## src/rtl/controle_pratica_if.sv

```systemverilog
// rtl/controle_pratica_if.sv - condition/control bundle between controle_pratica and fluxo_dados
interface controle_pratica_if;
   // datapath conditions
   logic nota_feita;
   logic nota_correta;
   logic fimTF;
   logic fimTempo;
   logic enderecoIgualRodada;
   logic fim_musica;
   logic fimCR;
   // datapath controls
   logic zeraR, registraR;
   logic zeraC, contaC;
   logic zeraCR, contaCR;
   logic zeraTempo, contaTempo;
   logic zeraTF, contaTF;
   logic zeraMetro, contaMetro;
   logic leds_mem, ativa_leds, toca;

   modport master (
      input  nota_feita, nota_correta, fimTF, fimTempo, enderecoIgualRodada, fim_musica, fimCR,
      output zeraR, registraR, zeraC, contaC, zeraCR, contaCR, zeraTempo, contaTempo,
             zeraTF, contaTF, zeraMetro, contaMetro, leds_mem, ativa_leds, toca
   );

   modport slave (
      output nota_feita, nota_correta, fimTF, fimTempo, enderecoIgualRodada, fim_musica, fimCR,
      input  zeraR, registraR, zeraC, contaC, zeraCR, contaCR, zeraTempo, contaTempo,
             zeraTF, contaTF, zeraMetro, contaMetro, leds_mem, ativa_leds, toca
   );
endinterface

```

## src/rtl/controle_pratica.sv

```systemverilog
// rtl/controle_pratica.sv - practice session sequencer for the piano datapath
module controle_pratica #(
   parameter int MAX_ERROS = 3,
   parameter int EW        = $clog2(MAX_ERROS + 1)
) (
   input  logic                clock,
   input  logic                reset,
   input  logic                press_enter,
   controle_pratica_if.master  dp,
   output logic                inicia_menu,
   output logic                registra_modo,
   output logic                registra_bpm,
   output logic                registra_tom,
   output logic                registra_musicas,
   output logic [2:0]          menu_sel,
   output logic [EW-1:0]       erros_count,
   output logic                fim_ok,
   output logic                fim_erro,
   output logic                fim_timeout,
   output logic [3:0]          db_estado
);

   typedef enum logic [3:0] {
      INICIAL        = 4'd0,
      MENU_MODO      = 4'd1,
      MENU_BPM       = 4'd2,
      MENU_TOM       = 4'd3,
      MENU_MUSICA    = 4'd4,
      PREPARA        = 4'd5,
      MOSTRA         = 4'd6,
      PROXIMA_MOSTRA = 4'd7,
      ESPERA         = 4'd8,
      REPETE         = 4'd9,
      COMPARA        = 4'd10,
      FEEDBACK       = 4'd11,
      PROXIMA_JOGADA = 4'd12,
      FIM_ACERTO     = 4'd13,
      FIM_ERRO       = 4'd14,
      FIM_TIMEOUT    = 4'd15
   } estado_t;

   estado_t estado, prox;
   logic    registra_pend;
   logic    em_menu;
   logic    ultimo_erro;

   assign em_menu     = (estado == MENU_MODO) || (estado == MENU_BPM) ||
                        (estado == MENU_TOM)  || (estado == MENU_MUSICA);
   assign ultimo_erro = (erros_count + EW'(1)) >= EW'(MAX_ERROS);
   assign db_estado   = estado;

   // state register
   always_ff @(posedge clock) begin
      if (reset) estado <= INICIAL;
      else       estado <= prox;
   end

   // remembers a menu confirmation so the matching registra_* fires in the following state's first cycle
   always_ff @(posedge clock) begin
      if (reset) registra_pend <= 1'b0;
      else       registra_pend <= em_menu && press_enter;
   end

   // wrong-note counter: cleared on session start, saturates at MAX_ERROS
   always_ff @(posedge clock) begin
      if (reset)
         erros_count <= '0;
      else if (estado == PREPARA)
         erros_count <= '0;
      else if (estado == COMPARA && !dp.nota_correta && erros_count != EW'(MAX_ERROS))
         erros_count <= erros_count + EW'(1);
   end

   // next-state logic
   always_comb begin
      prox = estado;
      case (estado)
         INICIAL:        prox = MENU_MODO;
         MENU_MODO:      if (press_enter) prox = MENU_BPM;
         MENU_BPM:       if (press_enter) prox = MENU_TOM;
         MENU_TOM:       if (press_enter) prox = MENU_MUSICA;
         MENU_MUSICA:    if (press_enter) prox = PREPARA;
         PREPARA:        prox = MOSTRA;
         MOSTRA:         if (dp.fimTF) prox = PROXIMA_MOSTRA;
         PROXIMA_MOSTRA: prox = dp.enderecoIgualRodada ? ESPERA : MOSTRA;
         ESPERA: begin
            if (dp.nota_feita)    prox = COMPARA;
            else if (dp.fimTempo) prox = FIM_TIMEOUT;
         end
         REPETE:         prox = MOSTRA;
         COMPARA: begin
            if (dp.nota_correta)  prox = FEEDBACK;
            else if (ultimo_erro) prox = FIM_ERRO;
            else                  prox = REPETE;
         end
         FEEDBACK:       if (dp.fimTF) prox = PROXIMA_JOGADA;
         PROXIMA_JOGADA: begin
            if (!dp.enderecoIgualRodada)          prox = ESPERA;
            else if (dp.fim_musica || dp.fimCR)   prox = FIM_ACERTO;
            else                                  prox = MOSTRA;
         end
         FIM_ACERTO, FIM_ERRO, FIM_TIMEOUT: if (press_enter) prox = INICIAL;
         default:        prox = INICIAL;
      endcase
   end

   // output decode from the current state (address comparison picks the counter action in 7 and C)
   always_comb begin
      dp.zeraR = 1'b0;      dp.registraR = 1'b0;
      dp.zeraC = 1'b0;      dp.contaC = 1'b0;
      dp.zeraCR = 1'b0;     dp.contaCR = 1'b0;
      dp.zeraTempo = 1'b0;  dp.contaTempo = 1'b0;
      dp.zeraTF = 1'b0;     dp.contaTF = 1'b0;
      dp.zeraMetro = 1'b0;  dp.contaMetro = 1'b0;
      dp.leds_mem = 1'b0;   dp.ativa_leds = 1'b0;   dp.toca = 1'b0;
      inicia_menu = 1'b0;
      registra_modo = 1'b0; registra_bpm = 1'b0;
      registra_tom = 1'b0;  registra_musicas = 1'b0;
      menu_sel = 3'd0;
      fim_ok = 1'b0;        fim_erro = 1'b0;        fim_timeout = 1'b0;
      case (estado)
         INICIAL: begin
            inicia_menu  = 1'b1;
            dp.zeraR     = 1'b1;
            dp.zeraMetro = 1'b1;
         end
         MENU_MODO:   menu_sel = 3'd0;
         MENU_BPM: begin
            menu_sel      = 3'd1;
            registra_modo = registra_pend;
         end
         MENU_TOM: begin
            menu_sel     = 3'd2;
            registra_bpm = registra_pend;
         end
         MENU_MUSICA: begin
            menu_sel     = 3'd3;
            registra_tom = registra_pend;
         end
         PREPARA: begin
            registra_musicas = registra_pend;
            dp.zeraC = 1'b1;  dp.zeraCR = 1'b1;  dp.zeraTF = 1'b1;
            dp.zeraTempo = 1'b1;  dp.zeraMetro = 1'b1;
         end
         MOSTRA: begin
            dp.leds_mem = 1'b1;  dp.ativa_leds = 1'b1;  dp.toca = 1'b1;
            dp.contaTF  = 1'b1;  dp.contaMetro = 1'b1;
         end
         PROXIMA_MOSTRA: begin
            dp.zeraTF = 1'b1;
            dp.zeraC  = dp.enderecoIgualRodada;
            dp.contaC = !dp.enderecoIgualRodada;
         end
         ESPERA: begin
            dp.registraR = 1'b1;  dp.contaTempo = 1'b1;  dp.contaMetro = 1'b1;
         end
         REPETE: begin
            dp.zeraC = 1'b1;  dp.zeraTF = 1'b1;  dp.zeraTempo = 1'b1;  dp.zeraMetro = 1'b1;
         end
         FEEDBACK: begin
            dp.ativa_leds = 1'b1;  dp.toca = 1'b1;
            dp.contaTF    = 1'b1;  dp.contaMetro = 1'b1;
         end
         PROXIMA_JOGADA: begin
            dp.zeraTF    = 1'b1;
            dp.zeraTempo = 1'b1;
            if (!dp.enderecoIgualRodada) begin
               dp.contaC = 1'b1;
            end else if (!(dp.fim_musica || dp.fimCR)) begin
               dp.contaCR = 1'b1;
               dp.zeraC   = 1'b1;
            end
         end
         FIM_ACERTO: begin
            menu_sel = 3'd4;
            fim_ok   = 1'b1;
         end
         FIM_ERRO: begin
            menu_sel = 3'd4;
            fim_erro = 1'b1;
         end
         FIM_TIMEOUT: begin
            menu_sel    = 3'd4;
            fim_timeout = 1'b1;
         end
         default: ;
      endcase
   end

endmodule

```

## src/flat_wrapper.sv

```systemverilog
// flat-port wrapper written by rule: the top's interface ports become plain ports
module controle_pratica_flat 
#(
   parameter int MAX_ERROS = 3,
   parameter int EW        = $clog2(MAX_ERROS + 1)
)
  (clock, reset, press_enter, inicia_menu, registra_modo, registra_bpm, registra_tom, registra_musicas, menu_sel, erros_count, fim_ok, fim_erro, fim_timeout, db_estado, dp_nota_feita, dp_nota_correta, dp_fimTF, dp_fimTempo, dp_enderecoIgualRodada, dp_fim_musica, dp_fimCR, dp_zeraR, dp_registraR, dp_zeraC, dp_contaC, dp_zeraCR, dp_contaCR, dp_zeraTempo, dp_contaTempo, dp_zeraTF, dp_contaTF, dp_zeraMetro, dp_contaMetro, dp_leds_mem, dp_ativa_leds, dp_toca);
  controle_pratica_if dp_i ();
  input  logic clock;
  input  logic reset;
  input  logic press_enter;
  output logic inicia_menu;
  output logic registra_modo;
  output logic registra_bpm;
  output logic registra_tom;
  output logic registra_musicas;
  output logic [2:0] menu_sel;
  output logic [EW-1:0] erros_count;
  output logic fim_ok;
  output logic fim_erro;
  output logic fim_timeout;
  output logic [3:0] db_estado;
  input wire logic [$bits(dp_i.nota_feita)-1:0] dp_nota_feita;
  input wire logic [$bits(dp_i.nota_correta)-1:0] dp_nota_correta;
  input wire logic [$bits(dp_i.fimTF)-1:0] dp_fimTF;
  input wire logic [$bits(dp_i.fimTempo)-1:0] dp_fimTempo;
  input wire logic [$bits(dp_i.enderecoIgualRodada)-1:0] dp_enderecoIgualRodada;
  input wire logic [$bits(dp_i.fim_musica)-1:0] dp_fim_musica;
  input wire logic [$bits(dp_i.fimCR)-1:0] dp_fimCR;
  output wire logic [$bits(dp_i.zeraR)-1:0] dp_zeraR;
  output wire logic [$bits(dp_i.registraR)-1:0] dp_registraR;
  output wire logic [$bits(dp_i.zeraC)-1:0] dp_zeraC;
  output wire logic [$bits(dp_i.contaC)-1:0] dp_contaC;
  output wire logic [$bits(dp_i.zeraCR)-1:0] dp_zeraCR;
  output wire logic [$bits(dp_i.contaCR)-1:0] dp_contaCR;
  output wire logic [$bits(dp_i.zeraTempo)-1:0] dp_zeraTempo;
  output wire logic [$bits(dp_i.contaTempo)-1:0] dp_contaTempo;
  output wire logic [$bits(dp_i.zeraTF)-1:0] dp_zeraTF;
  output wire logic [$bits(dp_i.contaTF)-1:0] dp_contaTF;
  output wire logic [$bits(dp_i.zeraMetro)-1:0] dp_zeraMetro;
  output wire logic [$bits(dp_i.contaMetro)-1:0] dp_contaMetro;
  output wire logic [$bits(dp_i.leds_mem)-1:0] dp_leds_mem;
  output wire logic [$bits(dp_i.ativa_leds)-1:0] dp_ativa_leds;
  output wire logic [$bits(dp_i.toca)-1:0] dp_toca;
  assign dp_i.nota_feita = dp_nota_feita;
  assign dp_i.nota_correta = dp_nota_correta;
  assign dp_i.fimTF = dp_fimTF;
  assign dp_i.fimTempo = dp_fimTempo;
  assign dp_i.enderecoIgualRodada = dp_enderecoIgualRodada;
  assign dp_i.fim_musica = dp_fim_musica;
  assign dp_i.fimCR = dp_fimCR;
  assign dp_zeraR = dp_i.zeraR;
  assign dp_registraR = dp_i.registraR;
  assign dp_zeraC = dp_i.zeraC;
  assign dp_contaC = dp_i.contaC;
  assign dp_zeraCR = dp_i.zeraCR;
  assign dp_contaCR = dp_i.contaCR;
  assign dp_zeraTempo = dp_i.zeraTempo;
  assign dp_contaTempo = dp_i.contaTempo;
  assign dp_zeraTF = dp_i.zeraTF;
  assign dp_contaTF = dp_i.contaTF;
  assign dp_zeraMetro = dp_i.zeraMetro;
  assign dp_contaMetro = dp_i.contaMetro;
  assign dp_leds_mem = dp_i.leds_mem;
  assign dp_ativa_leds = dp_i.ativa_leds;
  assign dp_toca = dp_i.toca;
  controle_pratica #(.MAX_ERROS(MAX_ERROS), .EW(EW)) u_core (.clock(clock), .reset(reset), .press_enter(press_enter), .dp(dp_i), .inicia_menu(inicia_menu), .registra_modo(registra_modo), .registra_bpm(registra_bpm), .registra_tom(registra_tom), .registra_musicas(registra_musicas), .menu_sel(menu_sel), .erros_count(erros_count), .fim_ok(fim_ok), .fim_erro(fim_erro), .fim_timeout(fim_timeout), .db_estado(db_estado));
endmodule
```

## config.mk

```make
export PLATFORM = sky130hd
export DESIGN_NAME = controle_pratica_flat
export DESIGN_NICKNAME = d
export VERILOG_FILES = /design/src/rtl/controle_pratica_if.sv /design/src/rtl/controle_pratica.sv /design/src/flat_wrapper.sv
export SDC_FILE = /design/constraint.sdc
export NUM_CORES = 1
export LEC_CHECK = 0
export ABC_AREA = 1
export BUFFER_PORTS_ARGS = -buffer_cell sky130_fd_sc_hd__buf_2
export CORE_UTILIZATION = 41
export CTS_BUF_LIST = sky130_fd_sc_hd__clkbuf_8
export CTS_CLUSTER_DIAMETER = 30
export CTS_CLUSTER_SIZE = 12
export DETAILED_ROUTE_END_ITERATION = 12
export GPL_TIMING_DRIVEN = 0
export HOLD_SLACK_MARGIN = 0.05
export MAX_ROUTING_LAYER = met4
export PLACE_DENSITY = 0.79
export SLEW_MARGIN = 10
export SYNTH_ARGS = -nofsm -noshare
export SYNTH_HDL_FRONTEND = slang
export SYNTH_SLANG_ARGS = --single-unit
```

## constraint.sdc

```tcl
create_clock -name clock -period 1.41 [get_ports clock]
set_clock_uncertainty 0.1 [all_clocks]
set_input_delay 0.282 -clock clock [delete_from_list [all_inputs] [get_ports clock]]
set_output_delay 0.282 -clock clock [all_outputs]
set_load 0.1 [all_outputs]
```

==> summary.md, run 1 <==
| Metric | Value |
|---|---|
| Status | `aborted with a tool error` |
| Exit stage | `clock tree synthesis` |
| Tool error | `[ERROR DPL-0038] Utilization greater than 100%, impossible to legalize` |
| Ys flop type | `dfxtp_1` |
| GP Congestion | `0.866` |
| Register area share after synthesis | `0.183` |
| Mux contribution to synthesized area | `0` |
| Synth warnings | `0` |
| Post-CTS Hold Buffers | `0` |
| Inst Count DP | `213` |
| Main combinational cell family by area after synthesis | `simple AND/OR/NAND/NOR gates` |
| H-tree depth | `1` |
| Post-Synth XOR/XNOR Area | `0` |
| CTS root buf | `clkbuf_8` |
| Port buffer count | `41` |
| Clk sink count | `7` |
| PostCTS Resize Cnt | `153` |
| Avg Cell Area, Syn | `between 5 and 6 um^2` |
| Synth Area in Adders | `0.0327` |
| Bufs on Longest Clock Path | `2` |
| Synthesis-stage register bit count | `7` |
| Commonest cells post-synth | `nand2_1 (45), nor2_1 (34), inv_1 (18), nand3_1 (9), dfxtp_1 (7)` |
| Mapped cell area | `between 700 and 800 um^2` |
| HPWL Detailed | `about 2000 um` |
| Synth Area in Compound Gates | `0.0621` |
| Row count | `15` |
| Most frequent cell after synthesis | `nand2_1` |
| Syn nets | `159` |
| I/O pins | `42` |
| Top cells by area, synth | `nand2_1 (22%), dfxtp_1 (18%), nor2_1 (17%), inv_1 (8.8%), nand3_1 (5.9%)` |
| Initial core utilization | `0.439` |
| Asr flop ratio synth | `0` |
| Postcts setup bufs | `17` |
| Post-Synth Simple-Gate Area | `0.570` |
| Mapped Cells | `147` |
| Chip height | `45.2 um` |
| Yosys cell types | `20` |
| Yosys top cell area share | `0.221` |
| Number of synthesized flops with an enable pin | `0` |
| Num CTS Buffers | `3` |
| Die X | `45.2 um` |
| Post-synth top area cell | `nand2_1` |
per-stage QoR:
stage	cell area (um^2)	TNS, ns	setup slack, ns
2_1_floorplan	1070	-11.90	-0.535
3_3_place_gp	1310	-7.58	-0.432
3_5_place_dp	1310	-8.01	-0.487
cell families after synthesis:
logic type               after synthesis
flip-flops                             7
AND/OR/NAND/NOR                      102
buffers and inverters                 27
AO/OA/AOI/OAI                          9
adder cells (fa/ha/maj)                2
==> inputs of run 2 (changes only) <==
--- a/config.mk
+++ b/config.mk
@@ -7,15 +7,11 @@
 export LEC_CHECK = 0
 export ABC_AREA = 1
 export BUFFER_PORTS_ARGS = -buffer_cell sky130_fd_sc_hd__buf_2
-export CORE_UTILIZATION = 41
-export CTS_BUF_LIST = sky130_fd_sc_hd__clkbuf_8
-export CTS_CLUSTER_DIAMETER = 30
-export CTS_CLUSTER_SIZE = 12
+export CORE_AREA = 2 2 63 65
 export DETAILED_ROUTE_END_ITERATION = 12
+export DIE_AREA = 0 0 65 67
 export GPL_TIMING_DRIVEN = 0
-export HOLD_SLACK_MARGIN = 0.05
-export MAX_ROUTING_LAYER = met4
-export PLACE_DENSITY = 0.79
+export PLACE_DENSITY_LB_ADDON = 0.15
 export SLEW_MARGIN = 10
 export SYNTH_ARGS = -nofsm -noshare
 export SYNTH_HDL_FRONTEND = slang
==> constraint.sdc (replaced) <==
create_clock -name clock -period 1.8 [get_ports clock]
set_clock_uncertainty 0.1 [all_clocks]
set_input_delay 0.36 -clock clock [delete_from_list [all_inputs] [get_ports clock]]
set_output_delay 0.36 -clock clock [all_outputs]
set_load 0.1 [all_outputs]
==> summary.md, run 2 <==
| Metric | Value |
|---|---|
| Vias in the first global route | `1100` |
| Final hold violations | `0` |
| DRC viols | `0` |
| Asr flop ratio synth | `0 (unchanged)` |
| Metal-1 WL | `1150 um` |
| Num CTS Buffers | `3 (unchanged)` |
| Final setup fails | `9` |
| Total wire length | `around 2900 um` |
| Slew headroom | `0.677` |
| Slew @ Worst Pin | `0.488 ns` |
| Post-CTS Hold Buffers | `0 (unchanged)` |
| Max reg flops | `4` |
| Grt ovf | `0` |
| Initial core utilization | `0.212 (-0.226)` |
| Critical path class | `reg2out` |
| Ys flop type | `dfxtp_1` |
| Final Slew Violations | `0` |
| H-tree depth | `1 (unchanged)` |
| Mapped Cells | `147 (unchanged)` |
| Inst Count DP | `236 (+11%)` |
| CP required | `1.34 ns` |
| Top cells by area, synth | `nand2_1 (22%), dfxtp_1 (18%), nor2_1 (17%), inv_1 (8.8%), nand3_1 (5.9%)` |
| Top Layer Used | `met4` |
| Core ar. | `3610 um^2` |
| Antenna Cells | `0` |
| Post-synth top area cell | `nand2_1` |
| Mapped cell area | `766 um^2 (unchanged)` |
| Post-DP Area | `1330 um^2 (+2.0%)` |
| Non-Filler Instances | `~250` |
| Max_cap viols | `0` |
| DRT iter0 DRCs | `21` |
| Synthesis-stage register bit count | `7 (unchanged)` |
| Largest net degree at the start of global routing | `8` |
| GRT Util Overall | `0.141` |
| Clk pin slew, worst setup/hold paths | `~0.040 ns` |
| Initial antenna violation count | `0` |
| Number of synthesized flops with an enable pin | `0 (unchanged)` |
| Most frequent cell after synthesis | `nand2_1` |
| Crit path launch type | `register` |
| Final hold slack | `0.222 ns` |
| Crit end category | `output pin` |
| RSZ-0062 raised after global routing | `yes` |
| Metal3 WL | `135 um` |
| CP max FO | `6` |
| Clk_lat worst skew | `0.23 ns` |
| Vias per inst | `between 4 and 5` |
| Row count | `22 (+7)` |
| Type of the most critical hold path | `in2reg` |
| Yosys cell types | `20 (unchanged)` |
| Bufs on Longest Clock Path | `2 (unchanged)` |
| Vias after detailed routing | `1082` |
| Tmin final | `1.88 ns` |
| Max Fclk | `531 MHz` |
| Critical Path AT | `1.42 ns` |
| Final net count | `216` |
| Die X | `65 um (+44%)` |
| Commonest cells post-synth | `nand2_1 (45), nor2_1 (34), inv_1 (18), nand3_1 (9), dfxtp_1 (7)` |
| First-pass GRT wire length | `between 4000 and 5000 um` |
| Layout cells sized above 1 | `0.606` |
| Antenna viol nets, final | `0` |
| Avg Cell Area, Syn | `5.21 um^2 (unchanged)` |
| Most frequent cells in the layout | `nand2_1 (28), nor2_1 (22), buf_12 (22)` |
| Clk sink count | `7 (unchanged)` |
| Setup Total Neg Slack | `-0.363 ns` |
| GP Congestion | `0.797 (-8.0%)` |
| Chip height | `67 um (+48%)` |
| Area Growth Syn to Fin | `145%` |
| HPWL Detailed | `2230 um (+13%)` |
| CTS root buf | `clkbuf_8` |
| Failing checks | `setup timing` |
| Synth warnings | `0 (unchanged)` |
| Routed met2 length | `1530 um` |
| I/O pins | `42 (unchanged)` |
| Final worst slack | `-0.0820 ns` |
| Register area share after synthesis | `0.183 (unchanged)` |
| Final Instance Area | `1870 um^2` |
| Port buffer count | `41 (unchanged)` |
| Syn nets | `159 (unchanged)` |
| Drt first pass iters | `4` |
| Fin crit share | `1.05` |
| Die area | `4360 um^2` |
| Yosys top cell area share | `0.221 (unchanged)` |
| CTS tree | `done` |
| Wire length per cell | `11.4 um` |
| Status | `finished, violations left` |
| Commonest non-fill, non-tap cell in the layout | `nand2_1` |
-- run 2: path summary, 6_finish.rpt --
| check | from | to | slack (ns) | depth (start not counted) |
|---|---|---|---|---|
| min reg2reg | u_core.erros_count[0] | u_core.erros_count[0] | 0.44 | 2 |
| max reg2reg | u_core.db_estado[2] | u_core.db_estado[0] | 0.21 | 10 |
| max | u_core.db_estado[3] | dp_zeraTF | -0.08 | 7 |
| min | reset | u_core.registra_pend | 0.22 | 2 |
-- run 2: critical path, stage by stage (launching register included) --
cell	delay, ns
dfxtp_4	0.43
inv_6	0.07
nand2_8	0.08
nand2_4	0.07
nand2_8	0.09
nand2_8	0.05
or2_4	0.23
buf_12	0.16
-- run 2: layout make-up --
class / instances / area, um^2
plain buffers: 4 / 80.1
clock buffers: 4 / 45.0
fillers: 357 / 1730
inverters: 23 / 119
multi-input cells: 113 / 805
flip-flops and latches: 7 / 160
well taps: 48 / 60.1
repair buffers: 52 / 604
-- run 2: logic make-up (layout without fill, tap and decap cells) --
family | Yosys count | after routing | share of synthesized area
AO/OA/AOI/OAI | 9 | 9 | 0.0621
adder cells (fa/ha/maj) | 2 | 2 | 0.0327
buffers and inverters | 27 | 83 | 0.152
flip-flops | 7 | 7 | 0.183
AND/OR/NAND/NOR | 102 | 102 | 0.570
-- run 2: what timing repair did --
| action | in CTS | in global routing |
|---|---|---|
| setup endpoints to repair | 23 | 23 |
| pin swaps | 7 | 2 |
| cloned | 0 | 0 |
| gates resized for setup | 88 | 21 |
| setup buffers | 6 | 5 |
-- run 2: per-stage QoR --
step,util,setup WS [ns]
final,0.519,-0.0820
after global routing,0.519,-0.122
after CTS,0.487,-0.106
after detailed placement,0.370,-0.112
after global placement,0.370,-0.109
after floorplan,-,-0.223
-- run 2: metal layers --
layer / global-route usage / vias to the layer above
met3: 0.0169 / 5
met2: 0.254 / 30
met5: 0 / -
met4: 0.0665 / 0
met1: 0.164 / 489
li1: - / 558
Power of run 2 is left out: the tool's default activity adds up to more than one toggle a clock period on the data nets, which glitch-free logic cannot reach.
